`config.mk`:
```
export PLATFORM = sky130hd
export DESIGN_NAME = pic_host_sequencer_flat
export DESIGN_NICKNAME = d
export VERILOG_FILES = /design/src/rtl/pic_seq_pkg.sv /design/src/rtl/pic_host_sequencer_if.sv /design/src/rtl/pic_bus_cycle.sv /design/src/rtl/pic_host_sequencer.sv /design/src/flat_wrapper.sv
export SDC_FILE = /design/constraint.sdc
export NUM_CORES = 1
export LEC_CHECK = 0
export CORE_ASPECT_RATIO = 0.75
export CORE_MARGIN = 5
export CORE_UTILIZATION = 27
export CTS_BUF_LIST = sky130_fd_sc_hd__clkbuf_8
export DETAILED_ROUTE_END_ITERATION = 8
export GPL_TIMING_DRIVEN = 0
export PLACE_DENSITY = 0.58
export SYNTH_ARGS = -nofsm -noshare
export SYNTH_HDL_FRONTEND = slang
export SYNTH_SLANG_ARGS = --single-unit
```
`constraint.sdc`:
```
create_clock -name CLK -period 2.1 [get_ports CLK]
set_clock_uncertainty 0.05 [all_clocks]
set_input_delay 0.21 -clock CLK [delete_from_list [all_inputs] [get_ports CLK]]
set_output_delay 0.21 -clock CLK [all_outputs]
set_load 0.01 [all_outputs]
```
`src/rtl/pic_seq_pkg.sv`:
```
// Shared types and constants for the 8259A host sequencer.
// Optional IMR readback check is enabled by PIC_SEQ_IMR_VERIFY_EN.
package pic_seq_pkg;

  typedef enum logic [3:0] {
    S_IDLE,
    S_ICW1,
    S_ICW2,
    S_ICW3,
    S_ICW4,
    S_OCW1,
    S_IMRCHK,
    S_READY,
    S_ACK1,
    S_ACK2,
    S_WAIT_EOI,
    S_EOI
  } state_e;

  typedef enum logic [2:0] {
    B_IDLE,
    B_SETUP,
    B_STROBE,
    B_HOLD,
    B_RECOVER
  } phase_e;

  typedef enum logic [1:0] {
    K_WR,
    K_RD,
    K_INTA
  } kind_e;

  localparam logic [7:0] OCW2_NS_EOI = 8'h20;
  localparam logic [7:0] ICW1_FIXED  = 8'h11;
  localparam logic [7:0] ICW4_FIXED  = 8'h01;

  function automatic logic [7:0] icw1_word(
    input logic ltim,
    input logic sngl
  );
    return ICW1_FIXED | {4'b0000, ltim, 1'b0, sngl, 1'b0};
  endfunction

  function automatic logic [7:0] icw4_word(
    input logic aeoi
  );
    return ICW4_FIXED | {6'b000000, aeoi, 1'b0};
  endfunction

endpackage

```
`src/rtl/pic_host_sequencer_if.sv`:
```
// PIC-side pin bundle between the host sequencer and the 8259A core.
// The master modport is the sequencer side.
interface pic_host_sequencer_if;
  logic       INT;
  logic [7:0] D_in;
  logic [7:0] D_out;
  logic       D_oe;
  logic       A0;
  logic       CS_n;
  logic       WR_n;
  logic       RD_n;
  logic       INTA_n;

  modport master (
    input  INT, D_in,
    output D_out, D_oe, A0, CS_n, WR_n, RD_n, INTA_n
  );

  modport slave (
    output INT, D_in,
    input  D_out, D_oe, A0, CS_n, WR_n, RD_n, INTA_n
  );
endinterface

```
`src/rtl/pic_bus_cycle.sv`:
```
// One PIC bus transaction (write, read or INTA pulse) per go.
// done is raised in the last recover cycle so a new go chains back-to-back.
module pic_bus_cycle
  import pic_seq_pkg::*;
#(
  parameter int PULSE_W  = 2,
  parameter int RECOVERY = 1
) (
  input  logic       clk,
  input  logic       rst,
  input  logic       go,
  input  kind_e      kind,
  input  logic       a0,
  input  logic [7:0] data,
  output logic       done,
  output logic       sample,
  pic_host_sequencer_if.master bus
);

  localparam logic [7:0] PW_LAST = 8'(PULSE_W - 1);
  localparam logic [7:0] RC_LAST = 8'(RECOVERY - 1);

  phase_e     phase, phase_nx;
  logic [7:0] cnt, cnt_nx;
  kind_e      kind_r;
  logic       a0_r;
  logic [7:0] data_r;
  logic       active;

  always_ff @(posedge clk) begin
    if (rst) begin
      phase  <= B_IDLE;
      cnt    <= '0;
      kind_r <= K_WR;
      a0_r   <= 1'b0;
      data_r <= '0;
    end else begin
      phase <= phase_nx;
      cnt   <= cnt_nx;
      if (go) begin
        kind_r <= kind;
        a0_r   <= a0;
        data_r <= data;
      end
    end
  end

  always_comb begin
    phase_nx = phase;
    cnt_nx   = cnt + 8'd1;
    done     = 1'b0;
    sample   = 1'b0;
    unique case (phase)
      B_IDLE: begin
        cnt_nx = '0;
        if (go) phase_nx = B_SETUP;
      end
      B_SETUP: begin
        cnt_nx   = '0;
        phase_nx = B_STROBE;
      end
      B_STROBE: begin
        if (cnt == PW_LAST) begin
          cnt_nx   = '0;
          sample   = (kind_r != K_WR);
          // INTA has no hold phase
          phase_nx = (kind_r == K_INTA) ? B_RECOVER : B_HOLD;
        end
      end
      B_HOLD: begin
        cnt_nx   = '0;
        phase_nx = B_RECOVER;
      end
      B_RECOVER: begin
        if (cnt == RC_LAST) begin
          cnt_nx   = '0;
          done     = 1'b1;
          phase_nx = go ? B_SETUP : B_IDLE;
        end
      end
      default: begin
        cnt_nx   = '0;
        phase_nx = B_IDLE;
      end
    endcase
  end

  assign active = (phase == B_SETUP) || (phase == B_STROBE)
               || (phase == B_HOLD);

  assign bus.CS_n   = ~(active && (kind_r != K_INTA));
  assign bus.D_oe   = active && (kind_r == K_WR);
  assign bus.WR_n   = ~((phase == B_STROBE) && (kind_r == K_WR));
  assign bus.RD_n   = ~((phase == B_STROBE) && (kind_r == K_RD));
  assign bus.INTA_n = ~((phase == B_STROBE) && (kind_r == K_INTA));
  assign bus.A0     = a0_r;
  assign bus.D_out  = data_r;

endmodule

```
`src/rtl/pic_host_sequencer.sv`:
```
// Host bus master: programs the 8259A, runs INTA cycles and issues EOI.
// Define PIC_SEQ_IMR_VERIFY_EN to add an IMR readback after OCW1.
module pic_host_sequencer
  import pic_seq_pkg::*;
#(
  parameter int PULSE_W  = 2,
  parameter int RECOVERY = 1
) (
  input  logic       CLK,
  input  logic       RESET,
  input  logic       start,
  input  logic       cfg_sngl,
  input  logic       cfg_ltim,
  input  logic       cfg_aeoi,
  input  logic [4:0] cfg_vec_base,
  input  logic [7:0] cfg_icw3,
  input  logic [7:0] cfg_imr,
  input  logic       eoi_req,
  pic_host_sequencer_if.master bus,
  output logic       busy,
  output logic       init_done,
  output logic       vec_valid,
  output logic [7:0] vec,
  output logic       cfg_err
);

  state_e     state, state_nx;
  logic       go, done, sample;
  kind_e      kind;
  logic       a0;
  logic [7:0] wdata;
  logic       int_q1, int_s;
  logic       sngl_r, aeoi_r;
  logic [4:0] vec_base_r;
  logic [7:0] icw3_r, imr_r;
  logic       start_acc, init_end, capture;

  pic_bus_cycle #(
    .PULSE_W (PULSE_W),
    .RECOVERY(RECOVERY)
  ) u_bus (
    .clk   (CLK),
    .rst   (RESET),
    .go    (go),
    .kind  (kind),
    .a0    (a0),
    .data  (wdata),
    .done  (done),
    .sample(sample),
    .bus   (bus)
  );

  assign start_acc = start && ((state == S_IDLE) || (state == S_READY));
  assign init_end  = ((state == S_OCW1) || (state == S_IMRCHK))
                  && (state_nx == S_READY);
  assign capture   = (state == S_ACK2) && sample;
  assign busy      = !((state == S_IDLE) || (state == S_READY)
                  || (state == S_WAIT_EOI));

  always_ff @(posedge CLK) begin
    if (RESET) begin
      state      <= S_IDLE;
      int_q1     <= 1'b0;
      int_s      <= 1'b0;
      init_done  <= 1'b0;
      vec_valid  <= 1'b0;
      vec        <= '0;
      sngl_r     <= 1'b0;
      aeoi_r     <= 1'b0;
      vec_base_r <= '0;
      icw3_r     <= '0;
      imr_r      <= '0;
    end else begin
      state     <= state_nx;
      int_q1    <= bus.INT;
      int_s     <= int_q1;
      vec_valid <= capture;
      if (capture) vec <= bus.D_in;
      if (start_acc) begin
        sngl_r     <= cfg_sngl;
        aeoi_r     <= cfg_aeoi;
        vec_base_r <= cfg_vec_base;
        icw3_r     <= cfg_icw3;
        imr_r      <= cfg_imr;
        init_done  <= 1'b0;
      end else if (init_end) begin
        init_done <= 1'b1;
      end
    end
  end

  always_comb begin
    state_nx = state;
    go       = 1'b0;
    kind     = K_WR;
    a0       = 1'b1;
    wdata    = 8'h00;
    // ICW1 uses live config: the registered copies land a cycle later
    if (start_acc) begin
      state_nx = S_ICW1;
      go       = 1'b1;
      a0       = 1'b0;
      wdata    = icw1_word(cfg_ltim, cfg_sngl);
    end else begin
      unique case (state)
        S_IDLE: ;
        S_ICW1: if (done) begin
          state_nx = S_ICW2;
          go       = 1'b1;
          wdata    = {vec_base_r, 3'b000};
        end
        S_ICW2: if (done) begin
          go = 1'b1;
          if (sngl_r) begin
            state_nx = S_ICW4;
            wdata    = icw4_word(aeoi_r);
          end else begin
            state_nx = S_ICW3;
            wdata    = icw3_r;
          end
        end
        S_ICW3: if (done) begin
          state_nx = S_ICW4;
          go       = 1'b1;
          wdata    = icw4_word(aeoi_r);
        end
        S_ICW4: if (done) begin
          state_nx = S_OCW1;
          go       = 1'b1;
          wdata    = imr_r;
        end
        S_OCW1: if (done) begin
`ifdef PIC_SEQ_IMR_VERIFY_EN
          state_nx = S_IMRCHK;
          go       = 1'b1;
          kind     = K_RD;
`else
          state_nx = S_READY;
`endif
        end
        S_IMRCHK: if (done) state_nx = S_READY;
        S_READY: if (int_s) begin
          state_nx = S_ACK1;
          go       = 1'b1;
          kind     = K_INTA;
        end
        S_ACK1: if (done) begin
          state_nx = S_ACK2;
          go       = 1'b1;
          kind     = K_INTA;
        end
        S_ACK2: if (done) begin
          state_nx = aeoi_r ? S_READY : S_WAIT_EOI;
        end
        S_WAIT_EOI: if (eoi_req) begin
          state_nx = S_EOI;
          go       = 1'b1;
          a0       = 1'b0;
          wdata    = OCW2_NS_EOI;
        end
        S_EOI: if (done) state_nx = S_READY;
        default: state_nx = S_IDLE;
      endcase
    end
  end

`ifdef PIC_SEQ_IMR_VERIFY_EN
  always_ff @(posedge CLK) begin
    if (RESET) begin
      cfg_err <= 1'b0;
    end else if ((state == S_IMRCHK) && sample
                 && (bus.D_in != imr_r)) begin
      cfg_err <= 1'b1;
    end
  end
`else
  assign cfg_err = 1'b0;
`endif

endmodule

```
`src/flat_wrapper.sv`:
```
// flat-port wrapper written by rule: the top's interface ports become plain ports
module pic_host_sequencer_flat import pic_seq_pkg::*;
#(
  parameter int PULSE_W  = 2,
  parameter int RECOVERY = 1
)
  (CLK, RESET, start, cfg_sngl, cfg_ltim, cfg_aeoi, cfg_vec_base, cfg_icw3, cfg_imr, eoi_req, busy, init_done, vec_valid, vec, cfg_err, bus_INT, bus_D_in, bus_D_out, bus_D_oe, bus_A0, bus_CS_n, bus_WR_n, bus_RD_n, bus_INTA_n);
  pic_host_sequencer_if bus_i ();
  input  logic CLK;
  input  logic RESET;
  input  logic start;
  input  logic cfg_sngl;
  input  logic cfg_ltim;
  input  logic cfg_aeoi;
  input  logic [4:0] cfg_vec_base;
  input  logic [7:0] cfg_icw3;
  input  logic [7:0] cfg_imr;
  input  logic eoi_req;
  output logic busy;
  output logic init_done;
  output logic vec_valid;
  output logic [7:0] vec;
  output logic cfg_err;
  input wire logic [$bits(bus_i.INT)-1:0] bus_INT;
  input wire logic [$bits(bus_i.D_in)-1:0] bus_D_in;
  output wire logic [$bits(bus_i.D_out)-1:0] bus_D_out;
  output wire logic [$bits(bus_i.D_oe)-1:0] bus_D_oe;
  output wire logic [$bits(bus_i.A0)-1:0] bus_A0;
  output wire logic [$bits(bus_i.CS_n)-1:0] bus_CS_n;
  output wire logic [$bits(bus_i.WR_n)-1:0] bus_WR_n;
  output wire logic [$bits(bus_i.RD_n)-1:0] bus_RD_n;
  output wire logic [$bits(bus_i.INTA_n)-1:0] bus_INTA_n;
  assign bus_i.INT = bus_INT;
  assign bus_i.D_in = bus_D_in;
  assign bus_D_out = bus_i.D_out;
  assign bus_D_oe = bus_i.D_oe;
  assign bus_A0 = bus_i.A0;
  assign bus_CS_n = bus_i.CS_n;
  assign bus_WR_n = bus_i.WR_n;
  assign bus_RD_n = bus_i.RD_n;
  assign bus_INTA_n = bus_i.INTA_n;
  pic_host_sequencer #(.PULSE_W(PULSE_W), .RECOVERY(RECOVERY)) u_core (.CLK(CLK), .RESET(RESET), .start(start), .cfg_sngl(cfg_sngl), .cfg_ltim(cfg_ltim), .cfg_aeoi(cfg_aeoi), .cfg_vec_base(cfg_vec_base), .cfg_icw3(cfg_icw3), .cfg_imr(cfg_imr), .eoi_req(eoi_req), .bus(bus_i), .busy(busy), .init_done(init_done), .vec_valid(vec_valid), .vec(vec), .cfg_err(cfg_err));
endmodule
```
==> flow_summary.json, run 1 <==
{
  "dieArea_um2": 13000,
  "antenna_found_initial": 0,
  "final_common_cell": "clkdlybuf4s50_1",
  "clk_transition_reported_paths_ns": 0.07,
  "crit_family": "simple AND/OR/NAND/NOR gates",
  "synth_edf_count": 0,
  "p_leak_nw": 1.70,
  "grt_max_degree": 11,
  "tns_ns": -1.21,
  "nets": 461,
  "cts_tree": "yes",
  "vias": 2803,
  "root_buffer": "clkbuf_8",
  "core_um2": 10500,
  "htreeDepth": 3,
  "die-width_um": 130,
  "crit_type": "flop to flop",
  "drv_cap": 0,
  "slowest_stage": "or4_4",
  "violations": "setup timing",
  "yosysWarnings": 0,
  "overflow": 0,
  "drc_errors": 0,
  "gp_congestion": 0.893,
  "routed_wl_mm": 9.38,
  "netlist_area_um2": 2930,
  "final_cell_mix": "clkdlybuf4s50_1 (59), dfxtp_1 (53), nor2_1 (52), mux2i_1 (32), buf_4 (16)",
  "ant_nets": 0,
  "hold_viol_final": 0,
  "initial_core_util_pct": 28.0,
  "status": "finished with violations",
  "start_kind": "flop",
  "grt_pass1_wl_mm": 14.6,
  "max-vdd-ir-drop_v": 0.000405,
  "worstSkewPairLatency_ns": 0.35,
  "fin_cells": 562,
  "timing.final.ws_setup_ns": -0.154,
  "fin_crit_sh_pct": 107,
  "rows": 32,
  "n_antenna_cell": 0,
  "finish.utilization_pct": 41.5,
  "drive_above_1_share_pct": 21.6,
  "syn_inst": 336,
  "dp.cells": 532,
  "hp-class": "primary input to flop",
  "critPathArrivalTime_ns": 2.44,
  "endpoint_kind": "flop",
  "synth_seq_cells": 60,
  "setup_viol": 13,
  "wl_per_cell_um": 16.7,
  "crit_buf_inv": 1,
  "design_area_um2": 4330,
  "cts_hold_buffers": 0,
  "synthFlopType": "dfxtp_1",
  "drt-initial-drc-count": 224,
  "grtUsageTotal_pct": 14.6,
  "cts_buffers": 9,
  "worstMarginPinSlew_ns": 0.626,
  "maxSlewHeadroom_pct": 58.0,
  "first_global_vias": 2822,
  "num_io_pins": 63,
  "avgViaCountPerCell": 4.99,
  "path_cells": "or4_4 -> or3_4 -> buf_8 -> a211o_1 -> o31ai_4 -> o31ai_2",
  "clkSinkCount": 60,
  "yosysSeqAreaShare_pct": 41.0,
  "worstPathRequired_ns": 2.29,
  "slowest_delay_ns": 0.55,
  "fmax_ghz": 0.444,
  "port_buffers": 60,
  "fp.dieH_um": 100,
  "min_period_ns": 2.25,
  "powerDensity_nw_per_um2": 650,
  "async_reset_ff_share_pct": 0,
  "dp_hpwl_mm": 6.50,
  "avgSynthCellArea_um2": 8.71,
  "area_delta_synth_final_pct": 48.1,
  "rsz0062_at_grt": "yes",
  "drv_slew": 0,
  "worstPathMaxFanout": 5,
  "cts_buffer_depth": 2,
  "place_area_um2": 3700,
  "dr.pass1.iters": 5,
  "preCtsSetupSlack_ns": -0.558,
  "synth.distinct_cells": 58,
  "syn-num-nets": 376,
  "fillers": 1029
}
==> layer usage <==
layer  GRT usage (%)  vias up  wire length (um)
met2            20.3      121              3840
met4            5.99        0               210
met5               0        -                 0
met1            19.9     1311              4450
li1                -     1350                 -
met3            5.74       21               885
==> state kept, by name, summed over array words and instances (netlist names), 3 cells and up <==
name and count:
u_core.icw3_r 8, u_core.imr_r 8, u_core.u_bus.bus.D_out 8, u_core.u_bus.cnt 8, u_core.vec 8, u_core.vec_base_r 5, u_core.state 4, u_core.u_bus.phase 3
==> worst paths after layout <==
path | to | cells after the start | start | slack (ns)
min | u_core.int_q1 | 2 | bus_INT | 0.37
max | u_core.init_done | 6 | u_core.u_bus.cnt[5] | -0.15
min reg2reg | u_core.int_s | 1 | u_core.int_q1 | 0.41
max reg2reg | u_core.init_done | 6 | u_core.u_bus.cnt[5] | -0.15
==> per-stage QoR <==
step                total power, mW  hold WS [ns]
floorplan                      1.44         0.288
global placement               1.62         0.384
detailed placement             1.62         0.393
CTS                            2.84         0.343
global route                   2.94         0.365
finish                         2.82         0.372
==> cells by family (layout without fill, tap and decap cells) <==
group                    count (synthesis)  count (layout)  share of synthesized area (%)
other                                    2               2                          0.257
flip-flops                              60              60                           41.0
AND/OR/NAND/NOR                        130             130                           22.5
buffers and inverters                   37             127                           5.43
adder cells (fa/ha/maj)                  3               3                           1.28
multiplexers                            32              32                           10.9
AO/OA/AOI/OAI                           66              66                           16.7
XOR/XNOR                                 6               6                           1.80
==> cell type report <==
cell class | count | area, um2 | share of cell area [%]
multi-input cells | 239 | 1770 | 40.9
flip-flops and latches | 60 | 1210 | 27.9
repair buffers | 78 | 778 | 18.0
well taps | 136 | 170 | 3.93
plain buffers | 22 | 145 | 3.35
clock buffers | 10 | 138 | 3.18
clock inverters | 6 | 80.1 | 1.85
inverters | 11 | 41.3 | 0.953
==> worst register-to-register path, cell delays in order, from the launching register on <==
cell and delay, ns:
dfxtp_2 0.32, or4_4 0.55, or3_4 0.43, buf_8 0.15
a211o_1 0.30, o31ai_4 0.28, o31ai_2 0.08
==> repair_timing <==
item	in CTS	in global routing
pin swaps	17	9
resized for setup	52	27
buffers inserted	14	2
gates cloned	2	0
setup endpoints to repair	39	39
==> cell usage after synthesis (all sizes together), types with 2 or more instances <==
master   n  area [um2]
inv     11        41.3
and2     6        37.5
o211ai   5        37.5
o21ai   13        68.8
dfxtp   60        1200
a211oi   2        20.0
a31oi    4        25.0
nor3b    3        22.5
xor2     2        17.5
or3b     2        17.5
and3     3        18.8
nand2   16        60.1
o22ai    4        25.0
o32a     2        20.0
a21oi   10        50.1
nor4     3        18.8
nor3     5        25.0
buf      9        53.8
ha       3        37.5
a22oi    6        45.0
conb     2        7.51
or3      3        23.8
xnor2    4        35.0
clkbuf  17        63.8
nand2b   9        56.3
nor2b   12        75.1
nand3    6        30.0
o41ai    4        35.0
a21boi   2        15.0
o31ai    3        27.5
nor2    54         203
mux2i   32         320
a222oi   3        30.0
==> where the power goes <==
group | internal, mW | leakage [nW] | total (mW) | switching [mW]
logic | 0.222 | 1.09 | 0.422 | 0.200
clock network | 0.690 | 0.115 | 1.17 | 0.477
registers | 1.19 | 0.492 | 1.23 | 0.0417
total | 2.10 | 1.70 | 2.82 | 0.718
Note: power is estimated with default switching activity, not from simulation.
==> run 2, diff against run 1 <==
--- a/config.mk
+++ b/config.mk
@@ -7,11 +7,11 @@
 export LEC_CHECK = 0
 export CORE_ASPECT_RATIO = 0.75
 export CORE_MARGIN = 5
-export CORE_UTILIZATION = 27
+export CORE_UTILIZATION = 47
 export CTS_BUF_LIST = sky130_fd_sc_hd__clkbuf_8
 export DETAILED_ROUTE_END_ITERATION = 8
 export GPL_TIMING_DRIVEN = 0
-export PLACE_DENSITY = 0.58
+export PLACE_DENSITY = 0.86
 export SYNTH_ARGS = -nofsm -noshare
 export SYNTH_HDL_FRONTEND = slang
 export SYNTH_SLANG_ARGS = --single-unit
==> flow_summary.json, run 2 (synthesis gave the netlist of run 1 again) <==
{
  "regToRegSetupSlack_ns": -0.18,
  "dp_hpwl_mm": 5.90,
  "htreeDepth": 3,
  "worst-r2r-cell-count": 7,
  "preCtsSetupSlack_ns": -0.530,
  "cts_buffer_depth": 2,
  "worstSkewPairLatency_ns": 0.34,
  "area_delta_synth_final_pct": 43.3,
  "n_antenna_cell": 0,
  "hold_path_end": "u_core.int_q1",
  "wl_per_cell_um": 17.3,
  "overflow": 0,
  "port_buffers": 60,
  "hold_ws_ns": 0.373,
  "status": "finished with violations",
  "routed_wl_mm": 8.76,
  "grt_max_degree": 11,
  "worstPathMaxFanout": 5,
  "final_common_cell": "clkdlybuf4s50_1",
  "cts_hold_buffers": 0,
  "hp-start": "bus_INT",
  "fp.dieH_um": 78.3,
  "drt-initial-drc-count": 335,
  "start_kind": "flop",
  "clk_transition_reported_paths_ns": 0.06,
  "timing.final.ws_setup_ns": -0.178,
  "avgViaCountPerCell": 5.74,
  "timing.rr.start": "u_core.u_bus.cnt[3]",
  "vias": 2912,
  "worstPathRequired_ns": 2.26,
  "place_area_um2": 3620,
  "dr.pass1.iters": 5,
  "fmax_ghz": 0.439,
  "cts_tree": "yes",
  "rsz0062_at_grt": "yes",
  "hp-class": "primary input to flop",
  "powerDensity_nw_per_um2": 611,
  "maxSlewHeadroom_pct": 54.6,
  "root_buffer": "clkbuf_8",
  "drv_cap": 0,
  "dieArea_um2": 7920,
  "cts_buffers": 9,
  "core_um2": 5920,
  "drive_above_1_share_pct": 21.9,
  "drc_errors": 0,
  "critPathArrivalTime_ns": 2.44,
  "holdPathStages": 2,
  "worstMarginPinSlew_ns": 0.677,
  "max-vdd-ir-drop_v": 0.000435,
  "nets": 464,
  "rows": 24,
  "fin_crit_sh_pct": 108,
  "clkSinkCount": 60,
  "finish.utilization_pct": 70.9,
  "crit_type": "flop to flop",
  "num_io_pins": 63,
  "hold_viol_final": 0,
  "min_period_ns": 2.28,
  "antenna_found_initial": 0,
  "gp_congestion": 0.939,
  "violations": "setup timing",
  "grt_pass1_wl_mm": 14.0,
  "initial_core_util_pct": 49.5,
  "die-width_um": 101,
  "drv_slew": 0,
  "worstReg2RegEnd": "u_core.u_bus.bus.D_out[2]",
  "ant_nets": 0,
  "final_cell_mix": "clkdlybuf4s50_1 (59), dfxtp_1 (53), nor2_1 (52), mux2i_1 (31), buf_4 (22)",
  "first_global_vias": 2881,
  "setup_viol": 14,
  "endpoint_kind": "flop",
  "grtUsageTotal_pct": 22.4,
  "p_leak_nw": 1.65,
  "design_area_um2": 4190
}
run 2: metrics by stage:
| step | setup TNS (ns) | power, mW | cells |
|---|---|---|---|
| finish | -1.65 | 2.56 | 507 |
| global route | -2.41 | 2.67 | 507 |
| CTS | -1.36 | 2.55 | 503 |
| detailed placement | -10.28 | 1.61 | 474 |
| global placement | -9.63 | 1.60 | 474 |
| floorplan | -0.557 | 1.44 | 336 |
run 2: worst max path at each step:
stage	cells past startpoint	slack, ns	endpoint	startpoint
floorplan	7	-0.14	u_core.u_bus.bus.D_out[0]	u_core.u_bus.cnt[2]
finish	7	-0.18	u_core.u_bus.bus.D_out[2]	u_core.u_bus.cnt[3]
CTS	7	-0.16	u_core.init_done	u_core.u_bus.cnt[5]
global placement	8	-0.49	u_core.imr_r[2]	u_core.state[0]
global route	6	-0.25	u_core.u_bus.bus.D_out[0]	u_core.u_bus.cnt[3]
detailed placement	8	-0.53	u_core.imr_r[5]	u_core.state[0]
run 2: power by group:
group | internal (mW) | switching [mW] | leakage (nW)
Combinational | 0.230 | 0.206 | 1.07
Clock | 0.447 | 0.449 | 0.0930
Sequential | 1.19 | 0.0441 | 0.493
run 2: per-layer routing:
layer	wire (um)	GRT usage, %	vias up
met2	3840	33.0	171
met3	910	10.0	39
met5	0	0	-
met4	272	6.77	0
li1	-	-	1358
met1	3740	29.6	1344
run 2: timing repair:
item,4_1_cts,5_1_grt
gates resized for setup,51,31
gates cloned,1,0
pin swaps,21,13
setup endpoints to repair,39,45
endpoints found under the hold margin,0,0
buffers inserted,14,6
run 2: area by class of cell:
type	count	area, um2
multi-input combinational	239	1740
fill	447	1720
sequential	60	1210
timing repair buffer	81	788
buffer	22	143
clock buffer	10	138
tap	78	97.6
inverter	11	41.3
clock inverter	6	31.3
run 2: critical path, stage by stage, from the launching register on:
cell	delay [ns]
dfxtp_2	0.32
or4_4	0.57
or3_4	0.43
buf_8	0.15
o221a_4	0.28
buf_4	0.15
a22oi_2	0.14
nor2_1	0.06
